===== src/rtl/trdb_pkg.sv =====
// Shared packet encodings and FSM state type for the trace-debugger timestamp packetizer.
package trdb_pkg;

    localparam logic [1:0] TRDB_FMT_TIMER     = 2'b11;
    localparam logic [1:0] TRDB_SF_TIME_ABS   = 2'b00;
    localparam logic [1:0] TRDB_SF_TIME_DELTA = 2'b01;

    typedef enum logic {
        IDLE = 1'b0,
        FULL = 1'b1
    } pkt_state_e;

endpackage


===== src/rtl/trdb_nibble_len.sv =====
// Combinational count of significant nibbles in a value (highest non-zero nibble index + 1, minimum 1).
module trdb_nibble_len #(
    parameter int unsigned WIDTH       = 40,
    parameter int unsigned COUNT_WIDTH = 4
) (
    input  logic [WIDTH-1:0]       value_i,
    output logic [COUNT_WIDTH-1:0] count_o
);

    localparam int unsigned NIBBLES = (WIDTH + 3) / 4;

    logic [NIBBLES*4-1:0] padded;
    logic [NIBBLES-1:0]   nonzero;

    assign padded = (NIBBLES*4)'(value_i);

    generate
        for (genvar gi = 0; gi < NIBBLES; gi++) begin : g_nibble
            assign nonzero[gi] = |padded[gi*4 +: 4];
        end
    endgenerate

    // Later nibbles overwrite earlier ones, so the highest non-zero nibble wins.
    always_comb begin
        count_o = COUNT_WIDTH'(1);
        for (int i = 0; i < NIBBLES; i++) begin
            if (nonzero[i]) begin
                count_o = COUNT_WIDTH'(i + 1);
            end
        end
    end

endmodule


===== src/rtl/trdb_timestamp_packetizer.sv =====
// Snapshots the timer on a granted request and holds one formatted timer packet for the packet stream.
// Optional macro TRDB_TIME_DELTA_EN: encode timestamps relative to the last delivered one.
module trdb_timestamp_packetizer
    import trdb_pkg::*;
#(
    parameter int unsigned TIMER_WIDTH  = 40,
    parameter int unsigned PACKET_WIDTH = 64,
    parameter int unsigned LEN_WIDTH    = 7
) (
    input  logic                    clk_i,
    input  logic                    rst_ni,
    input  logic                    enable_i,
    input  logic                    clear_i,
    input  logic                    tu_valid_i,
    output logic                    tu_grant_o,
    input  logic [TIMER_WIDTH-1:0]  trdb_time_i,
    output logic                    packet_valid_o,
    input  logic                    packet_ready_i,
    output logic [PACKET_WIDTH-1:0] packet_o,
    output logic [LEN_WIDTH-1:0]    packet_len_o
);

    localparam int unsigned ABS_LEN = TIMER_WIDTH + 4;

    pkt_state_e              state_q, state_d;
    logic [PACKET_WIDTH-1:0] packet_q, packet_d;
    logic [LEN_WIDTH-1:0]    len_q, len_d;
    logic                    grant;
    logic                    accept;
    logic [1:0]              subformat;
    logic [TIMER_WIDTH-1:0]  payload;
    logic [LEN_WIDTH-1:0]    payload_len;

`ifdef TRDB_TIME_DELTA_EN
    localparam int unsigned NIBBLES     = (TIMER_WIDTH + 3) / 4;
    localparam int unsigned COUNT_WIDTH = $clog2(NIBBLES + 1);

    logic                   base_valid_q, base_valid_d;
    logic [TIMER_WIDTH-1:0] base_q, base_d;
    logic [TIMER_WIDTH-1:0] snap_q, snap_d;
    logic [TIMER_WIDTH-1:0] delta;
    logic [COUNT_WIDTH-1:0] nibbles;

    // Modular subtraction makes timer wrap-around transparent.
    assign delta = trdb_time_i - base_q;

    trdb_nibble_len #(
        .WIDTH       (TIMER_WIDTH),
        .COUNT_WIDTH (COUNT_WIDTH)
    ) u_nibble_len (
        .value_i (delta),
        .count_o (nibbles)
    );

    always_comb begin
        if (base_valid_q) begin
            subformat   = TRDB_SF_TIME_DELTA;
            payload     = delta;
            payload_len = LEN_WIDTH'(4 + 4 * int'(nibbles));
        end else begin
            subformat   = TRDB_SF_TIME_ABS;
            payload     = trdb_time_i;
            payload_len = LEN_WIDTH'(ABS_LEN);
        end
    end

    // The base tracks the last delivered snapshot, so it only moves on acceptance.
    always_comb begin
        base_valid_d = base_valid_q;
        base_d       = base_q;
        snap_d       = snap_q;
        if (clear_i) begin
            base_valid_d = 1'b0;
        end else if (accept) begin
            base_valid_d = 1'b1;
            base_d       = snap_q;
        end else if (grant) begin
            snap_d = trdb_time_i;
        end
    end

    always_ff @(posedge clk_i or negedge rst_ni) begin
        if (!rst_ni) begin
            base_valid_q <= 1'b0;
            base_q       <= '0;
            snap_q       <= '0;
        end else begin
            base_valid_q <= base_valid_d;
            base_q       <= base_d;
            snap_q       <= snap_d;
        end
    end
`else
    assign subformat   = TRDB_SF_TIME_ABS;
    assign payload     = trdb_time_i;
    assign payload_len = LEN_WIDTH'(ABS_LEN);
`endif

    // Grant is combinational; gating with rst_ni keeps it low while reset is asserted.
    always_comb begin
        grant    = rst_ni && (state_q == IDLE) && tu_valid_i && enable_i && !clear_i;
        accept   = (state_q == FULL) && packet_ready_i;
        state_d  = state_q;
        packet_d = packet_q;
        len_d    = len_q;
        if (clear_i) begin
            state_d  = IDLE;
            packet_d = '0;
            len_d    = '0;
        end else if (accept) begin
            state_d = IDLE;
        end else if (grant) begin
            state_d                   = FULL;
            packet_d                  = '0;
            packet_d[1:0]             = TRDB_FMT_TIMER;
            packet_d[3:2]             = subformat;
            packet_d[TIMER_WIDTH+3:4] = payload;
            len_d                     = payload_len;
        end
    end

    always_ff @(posedge clk_i or negedge rst_ni) begin
        if (!rst_ni) begin
            state_q  <= IDLE;
            packet_q <= '0;
            len_q    <= '0;
        end else begin
            state_q  <= state_d;
            packet_q <= packet_d;
            len_q    <= len_d;
        end
    end

    assign tu_grant_o     = grant;
    assign packet_valid_o = (state_q == FULL);
    assign packet_o       = packet_q;
    assign packet_len_o   = len_q;

endmodule

===== config.mk =====
export PLATFORM = sky130hd
export DESIGN_NAME = trdb_timestamp_packetizer
export DESIGN_NICKNAME = d
export VERILOG_FILES = /design/src/rtl/trdb_pkg.sv /design/src/rtl/trdb_nibble_len.sv /design/src/rtl/trdb_timestamp_packetizer.sv
export SDC_FILE = /design/constraint.sdc
export NUM_CORES = 1
export LEC_CHECK = 0
export ABC_AREA = 1
export CAP_MARGIN = 10
export CORE_ASPECT_RATIO = 1.1
export CORE_MARGIN = 4
export CORE_UTILIZATION = 36
export DETAILED_ROUTE_END_ITERATION = 8
export GPL_TIMING_DRIVEN = 0
export PLACE_DENSITY = 0.77
export SLEW_MARGIN = 5
export SYNTH_ARGS = -nofsm -noshare
export SYNTH_HDL_FRONTEND = slang
export SYNTH_HIERARCHICAL = 1
export SYNTH_SLANG_ARGS = --single-unit

===== constraint.sdc =====
create_clock -name clk_i -period 0.88 [get_ports clk_i]
set_input_delay 0.088 -clock clk_i [delete_from_list [all_inputs] [get_ports clk_i]]
set_output_delay 0.088 -clock clk_i [all_outputs]
set_load 0.02 [all_outputs]

Word level (Yosys, flattened, before mapping)
Cells that the tools add are included.
{"block": "totals", "regBits": 72, "latch_bits": 0, "ramBits": 0, "romBits": 0, "inputBits": 46, "output_inout_bits": 73, "wordCells": 23, "n_memories": 0}
{"block": "op_classes", "add_sub_neg": 0, "n_mul": 0, "div_mod_pow": 0, "magnitude_cmp": 0, "n_eq_ne": 1, "shifts": 0, "muxes": 9, "n_bitwise": 1, "reduce_logical": 9}
{"op": "two-way mux 64 bit", "n": 3}
{"op": "two-way mux 7 bit", "n": 3}
{"op": "logical AND 1 bit", "n": 5}
{"op": "two-way mux 1 bit", "n": 3}
{"op": "nonzero test 3 bit", "n": 1}
{"op": "inequality test 2 bit (second input constant)", "n": 1}
{"op": "AND reduction 2 bit", "n": 1}
{"op": "nonzero test 2 bit", "n": 1}
{"op": "zero test 1 bit", "n": 1}
{"op": "inverter 1 bit", "n": 1}

Longest topological paths before layout
Gate-level depths: netlist of the first run.
{"block": "depth", "word_depth": 8, "mapped_depth": 6}

Worst setup path before layout of the first run
No wires, ideal clock.
{"block": "synth_path", "path_kind": "register to register", "from": "register state_q, in the netlist packet_valid_o", "to": "register packet_q[10], in the netlist packet_o[10]", "setup_time_ns": 0.117, "arrival_time_ns": 0.963, "slack_ns": -0.200, "path_stages_with_launch": 6, "synth_period_minus_slack_ns": 1.080, "path_cell_list": "dfrtp_1 -> nor2_2 -> nand2_4 -> buf_6 -> nand3_2 -> nand2_1"}
{"block": "synth_via", "elab_chain_cells": 7, "word_cells_on_any_way": 9, "classes_between": "1 x eq/ne; 1 x bitwise; 7 x reduce/logical"}
{"item": "from (decl)", "line_no": "trdb_timestamp_packetizer.sv:25", "rtl": "pkt_state_e state_q, state_d;"}
{"item": "from (signal assigned)", "line_no": "trdb_timestamp_packetizer.sv:128", "rtl": "state_q <= state_d;"}
{"item": "inverter 1 bit", "line_no": "trdb_timestamp_packetizer.sv:101", "rtl": "grant = rst_ni && (state_q == IDLE) && tu_valid_i && enable_i && !clear_i;"}
{"item": "logical AND 1 bit (4 in a row)", "line_no": "trdb_timestamp_packetizer.sv:101"}
{"item": "nonzero test 2 bit (no line)"}
{"item": "AND reduction 2 bit (no line) *"}
{"item": "to (signal assigned)", "line_no": "trdb_timestamp_packetizer.sv:129", "rtl": "packet_q <= packet_d;"}
{"item": "to (decl)", "line_no": "trdb_timestamp_packetizer.sv:26", "rtl": "logic [PACKET_WIDTH-1:0] packet_q, packet_d;"}
Mark *: on every way between the ends. The rest lies on a longest branch, timed or not.
A chain may end at the register's enable or synchronous reset.

Final worst setup path of the first run
{"block": "layout_path", "from": "register state_q, in the netlist packet_valid_o", "to": "register packet_q[5], in the netlist packet_o[5]"}
The elaborated chain is that of the path after synthesis.

==> results of run 1 <==
[layer usage]
| layer | track usage | vias to the layer above | part of all wire |
|---|---|---|---|
| met2 | 0.276 | 81 | 0.54 |
| met3 | 0.0392 | 5 | 0.070 |
| met1 | 0.178 | 949 | 0.38 |
| met4 | 0.0450 | 0 | 0.011 |
| met5 | 0 | - | 0 |
| li1 | - | 1022 | - |
[repair_timing]
| item | 4_1_cts | 5_1_grt |
|---|---|---|
| endpoints found under the hold margin | 42 | 42 |
| gates cloned | 1 | 0 |
| pin swaps | 4 | 4 |
| gates resized for setup | 304 | 6 |
| endpoints found under the setup margin | 89 | 89 |
| setup buffers | 34 | 14 |
[cells in the mapped netlist, drive strengths merged]
cell,n
nand3,80
nand2,45
buf,43
dfrtp,42
inv,5
nor2,4
bufbuf,2
clkbuf,1
conb,1
o21ai,1
[area by class of cell]
cell class,count,area [sq um],share of cell area
buffer,44,412,0.104
sequential,42,1050,0.265
tap,77,96.3,0.0242
inverter,5,18.8,0.00472
timing repair buffer,142,1390,0.348
clock buffer,8,80.1,0.0201
multi-input combinational,156,931,0.234
[worst max-delay path, stage by stage (launching register included)]
cell,delay [ns]
dfrtp_2,0.43
buf_6,0.12
buf_6,0.10
nor2_4,0.11
nand2_4,0.11
buf_12,0.17
nand3_2,0.06
nand2_1,0.06
[metrics by stage]
step | total power, mW | hold WS [ns] | cells
3_3_place_gp | 3.06 | 0.486 | 418
6_report | 4.40 | -0.360 | 474
2_1_floorplan | 2.62 | -0.208 | 249
5_1_grt | 4.61 | -0.363 | 474
3_5_place_dp | 3.08 | -0.0496 | 419
4_1_cts | 4.39 | -0.364 | 462
[state kept, by name (all words and copies together) (netlist names)]
| name | cells |
|---|---|
| packet_o | 41 |
| packet_valid_o | 1 |
[where the power goes]
part	switching [mW]	internal, mW
registers	0.0537	1.99
clock network	0.617	0.564
logic	0.542	0.627
total	1.21	3.18
[cell families after synthesis]
family | count (synthesis)
compound gates | 1
flops | 42
buf+inv | 51
other cells | 1
simple gates | 129
[how the worst max path moves through the flow]
| stage | from | end | slack, ns | cells past startpoint |
|---|---|---|---|---|
| global route | packet_valid_o | tu_grant_o | -0.43 | 6 |
| CTS | packet_valid_o | tu_grant_o | -0.38 | 6 |
| detailed placement | enable_i | tu_grant_o | -0.82 | 6 |
| finish | packet_valid_o | packet_o[5] | -0.38 | 7 |
| global placement | rst_ni | tu_grant_o | -2.33 | 6 |
| floorplan | packet_valid_o | packet_o[10] | -0.16 | 6 |
==> results.cfg, run 1 <==
[run_status]
status = finished with violations
violations = negative hold slack, negative setup slack

[global_route]
track_usage = 0.153
grt_max_degree = 38
overflow = 0
grt_pass1_vias = 2010
antenna_found_initial = 0
grt_pass1_wl_um = 9530

[clock_network]
numCtsBuffers = 5
clk_pin_slew_ns = 0.08
cts_tree = built
numClockSinks = 42
clkLatencyLatePin_ns = 0.29
htree_levels = 2
clockBufferDepth = 2
cts_root_buf = clkbuf_8

[synthesis]
synth-simple-area-share = 0.342
synth_top_cell_area_share = 0.469
synthAdderAreaFrac = 0
yosysWarningCount = 6
syn-cell-area_sq_um = 2240
synth_compound_area_frac = 0.00223
synth_top_family_by_area = simple AND/OR/NAND/NOR gates
yosys_register_bits = 42
seq_area_frac_synth = 0.469
synth-xor-area-share = 0
yosys-top-cells-area = dfrtp_1, nand3_2, nand3_1
yosysUniqueCellTypes = 18
synth_top_area_cell = dfrtp_1
synth_cells = 224
synth_mux_area_frac = 0
syn_area_per_cell_sq_um = 10.0

[pwr]
ir_drop_mv = 0.780
cellLeakagePower_nw = 2.11
p_per_area_nw_per_um2 = 1110

[place]
port_buffers = 92
place_congestion = 0.688
dpl.hpwl_um = 4100
dp_slack_ns = -0.817
post_dp_cell_area_sq_um = 3380

[floorplan]
row_count = 29
die_y_um = 90.8
die_w_um = 83.2
initial_core_util = 0.379
core_sq_um = 5910
dieArea_sq_um = 7560
ioPinCount = 119

[cells_and_area]
final_area_sq_um = 3980
layout-drive-gt1-share = 0.501
final_nets = 442
final.fill_count = 475
final_common_cell = buf_4
postLayoutCoreUtil = 0.672
diodes = 0
syn_to_final_growth_pct = 77.3
most-common-layout-cells = buf_4, buf_6, clkdlybuf4s50_1

[detailed_routing]
routedWlPerCell_um = 12.7
dr.pass1.iters = 4
drc = 0
wirelength_um = 6040
vias_per_cell = 4.34
drtIter0Drc = 78
detail-route-antenna-nets = 0
vias = 2057

[job]
max_cap_violations = 0

[worst_setup_path]
crit_path_start_kind = register
end_kind = register
r2r_setup_slack_ns = -0.38
reg2reg_to = packet_o[5]
cp_max_fo = 10
crit_arrival_ns = 1.44
required_ns = 1.06
setup.worst_path.class = register to register
worstRegToRegCells = 7
timing.rr.start = packet_valid_o

[timing]
setup_viol = 89
tns_ns = -17.27
whs_ns = -0.360
hold_viol = 42
skew_ns = 0.00334
fmax_ghz = 0.793
slew_violations = 0
fin_ws_ns = -0.382
fin_crit_sh = 1.43
rsz0062_at_grt = yes
fin_crit_ns = 1.26

[min_path]
hp-class = input pin to async pin
No activity file was read; power rests on OpenSTA's default activity.
==> run 2: changes to the inputs <==
==> constraint.sdc (replaced) <==
create_clock -name clk_i -period 0.88 [get_ports clk_i]
set_input_delay 0.264 -clock clk_i [delete_from_list [all_inputs] [get_ports clk_i]]
set_output_delay 0.264 -clock clk_i [all_outputs]
set_load 0.02 [all_outputs]
==> results.cfg, run 2 (synthesis results as in run 1) <==
[cells_and_area]
final_area_sq_um = 4450
final_common_cell = nand3_2
final_nets = 454
largest_reg_flops = 41
diodes = 0
syn_to_final_growth_pct = 98.4
layout-drive-gt1-share = 0.623
most-common-layout-cells = nand3_2, buf_4, buf_6

[worst_setup_path]
cpPeakStageDelay_ns = 0.42
setup.worst_path.class = register to output port
cp_max_fo = 2
required_ns = 0.62
end_kind = output port
path_cells = inv_2 > nand2_4 > nor2_8 > nand2_2 > inv_2 > buf_6
crit_path_start_kind = register
path_common_cell = inv_2
crit_arrival_ns = 1.16
worstRegToRegCells = 8
cp_slowest_cell = dfrtp_2

[detailed_routing]
vias = 2091
detail-route-antenna-nets = 0
routedWlPerCell_um = 13.7
wirelength_um = 6650
drc = 0
vias_per_cell = 4.30
dr.pass1.iters = 4
drtIter0Drc = 71

[pwr]
p_per_area_nw_per_um2 = 1050
netSwitchingPower_mw = 1.33
combPwrFrac = 0.287
cellLeakagePower_nw = 2.25
clkPwrFrac = 0.276
power.internal_mw = 3.35
ir_drop_mv = 0.915
netSwitchingFraction = 0.285
p_seq_frac = 0.437

[clock_network]
clk_pin_slew_ns = 0.08
cts_root_buf = clkbuf_8
cts_tree = built
clkLatencyLatePin_ns = 0.29
htree_levels = 2
clockBufferDepth = 2
numCtsBuffers = 5
numClockSinks = 42

[timing]
fin_crit_ns = 1.42
fin_crit_sh = 1.61
fmax_ghz = 0.704
whs_ns = -0.186
fin_ws_ns = -0.541
hold_viol = 22
skew_ns = 0.00381
setup_viol = 89
tns_ns = -29.22
slew_violations = 0
rsz0062_at_grt = yes

[floorplan]
core_sq_um = 5910
die_w_um = 83.2
ioPinCount = 119
die_y_um = 90.8
initial_core_util = 0.379
row_count = 29
dieArea_sq_um = 7560

[global_route]
antenna_found_initial = 0
grt_max_degree = 24
overflow = 0
grt_pass1_wl_um = 10600
grt_pass1_vias = 2131
track_usage = 0.174

[place]
post_dp_cell_area_sq_um = 3600
place_congestion = 0.682
port_buffers = 92
dp_slack_ns = -1.39
dpl.hpwl_um = 4280

[run_status]
status = finished with violations
violations = negative hold slack, negative setup slack

[job]
max_cap_violations = 0

[min_path]
hp-class = input pin to async pin
[run 2: layout make-up]
class                           count  area, sq um
Timing Repair Buffer              153         1600
Fill cell                         441         1470
Multi-Input combinational cell    156         1140
Sequential cell                    42         1050
Buffer                             45          440
Tap cell                           77         96.3
Clock buffer                        7         86.3
Inverter                            5         18.8
Clock inverter                      1         5.00
[run 2: layer usage]
layer  share of wire  track usage
met3           0.053       0.0493
met5               0            0
met1            0.40        0.201
met2            0.54        0.312
met4           0.011       0.0450
[run 2: power by group through the flow]
stage | registers, mW | logic (mW) | clock network, mW
2_1_floorplan | 2.16 | 0.503 | 0
3_3_place_gp | 2.08 | 1.05 | 0
3_5_place_dp | 2.08 | 1.07 | 0
4_1_cts | 2.04 | 1.29 | 1.35
5_1_grt | 2.05 | 1.43 | 1.42
6_report | 2.04 | 1.34 | 1.29
[run 2: stage by stage]
stage / total power [mW] / hold WS (ns) / instances / util
global route: 4.90 / -0.181 / 486 / 0.752
floorplan: 2.66 / -0.0316 / 249 / -
CTS: 4.68 / -0.190 / 466 / 0.720
detailed placement: 3.15 / 0.296 / 419 / 0.609
finish: 4.68 / -0.186 / 486 / 0.752
global placement: 3.13 / 0.486 / 418 / 0.605
[run 2: worst paths after layout]
kind | start | to | slack, ns
min in group clk_i | packet_ready_i | packet_valid_o | 0.52
worst max register to register | packet_valid_o | packet_o[9] | -0.51
worst min-delay path | rst_ni | packet_o[8] | -0.19
worst min register to register | packet_o[36] | packet_o[36] | 0.53
max in group asynchronous | rst_ni | packet_o[1] | 0.67
worst max-delay path | packet_valid_o | tu_grant_o | -0.54
[run 2: repair_timing]
| action | 4_1_cts | 5_1_grt |
|---|---|---|
| pin swaps | 17 | 12 |
| gates resized for setup | 316 | 10 |
| buffers inserted | 36 | 22 |
| endpoints found under the hold margin | 22 | 22 |
| cloned | 4 | 1 |
| setup endpoints to repair | 89 | 89 |
[run 2: critical path: cells and delay by family (launching register included)]
kind,cells,cell delay (ns)
simple gates,3,0.20
buf+inv,3,0.24
flops,1,0.42
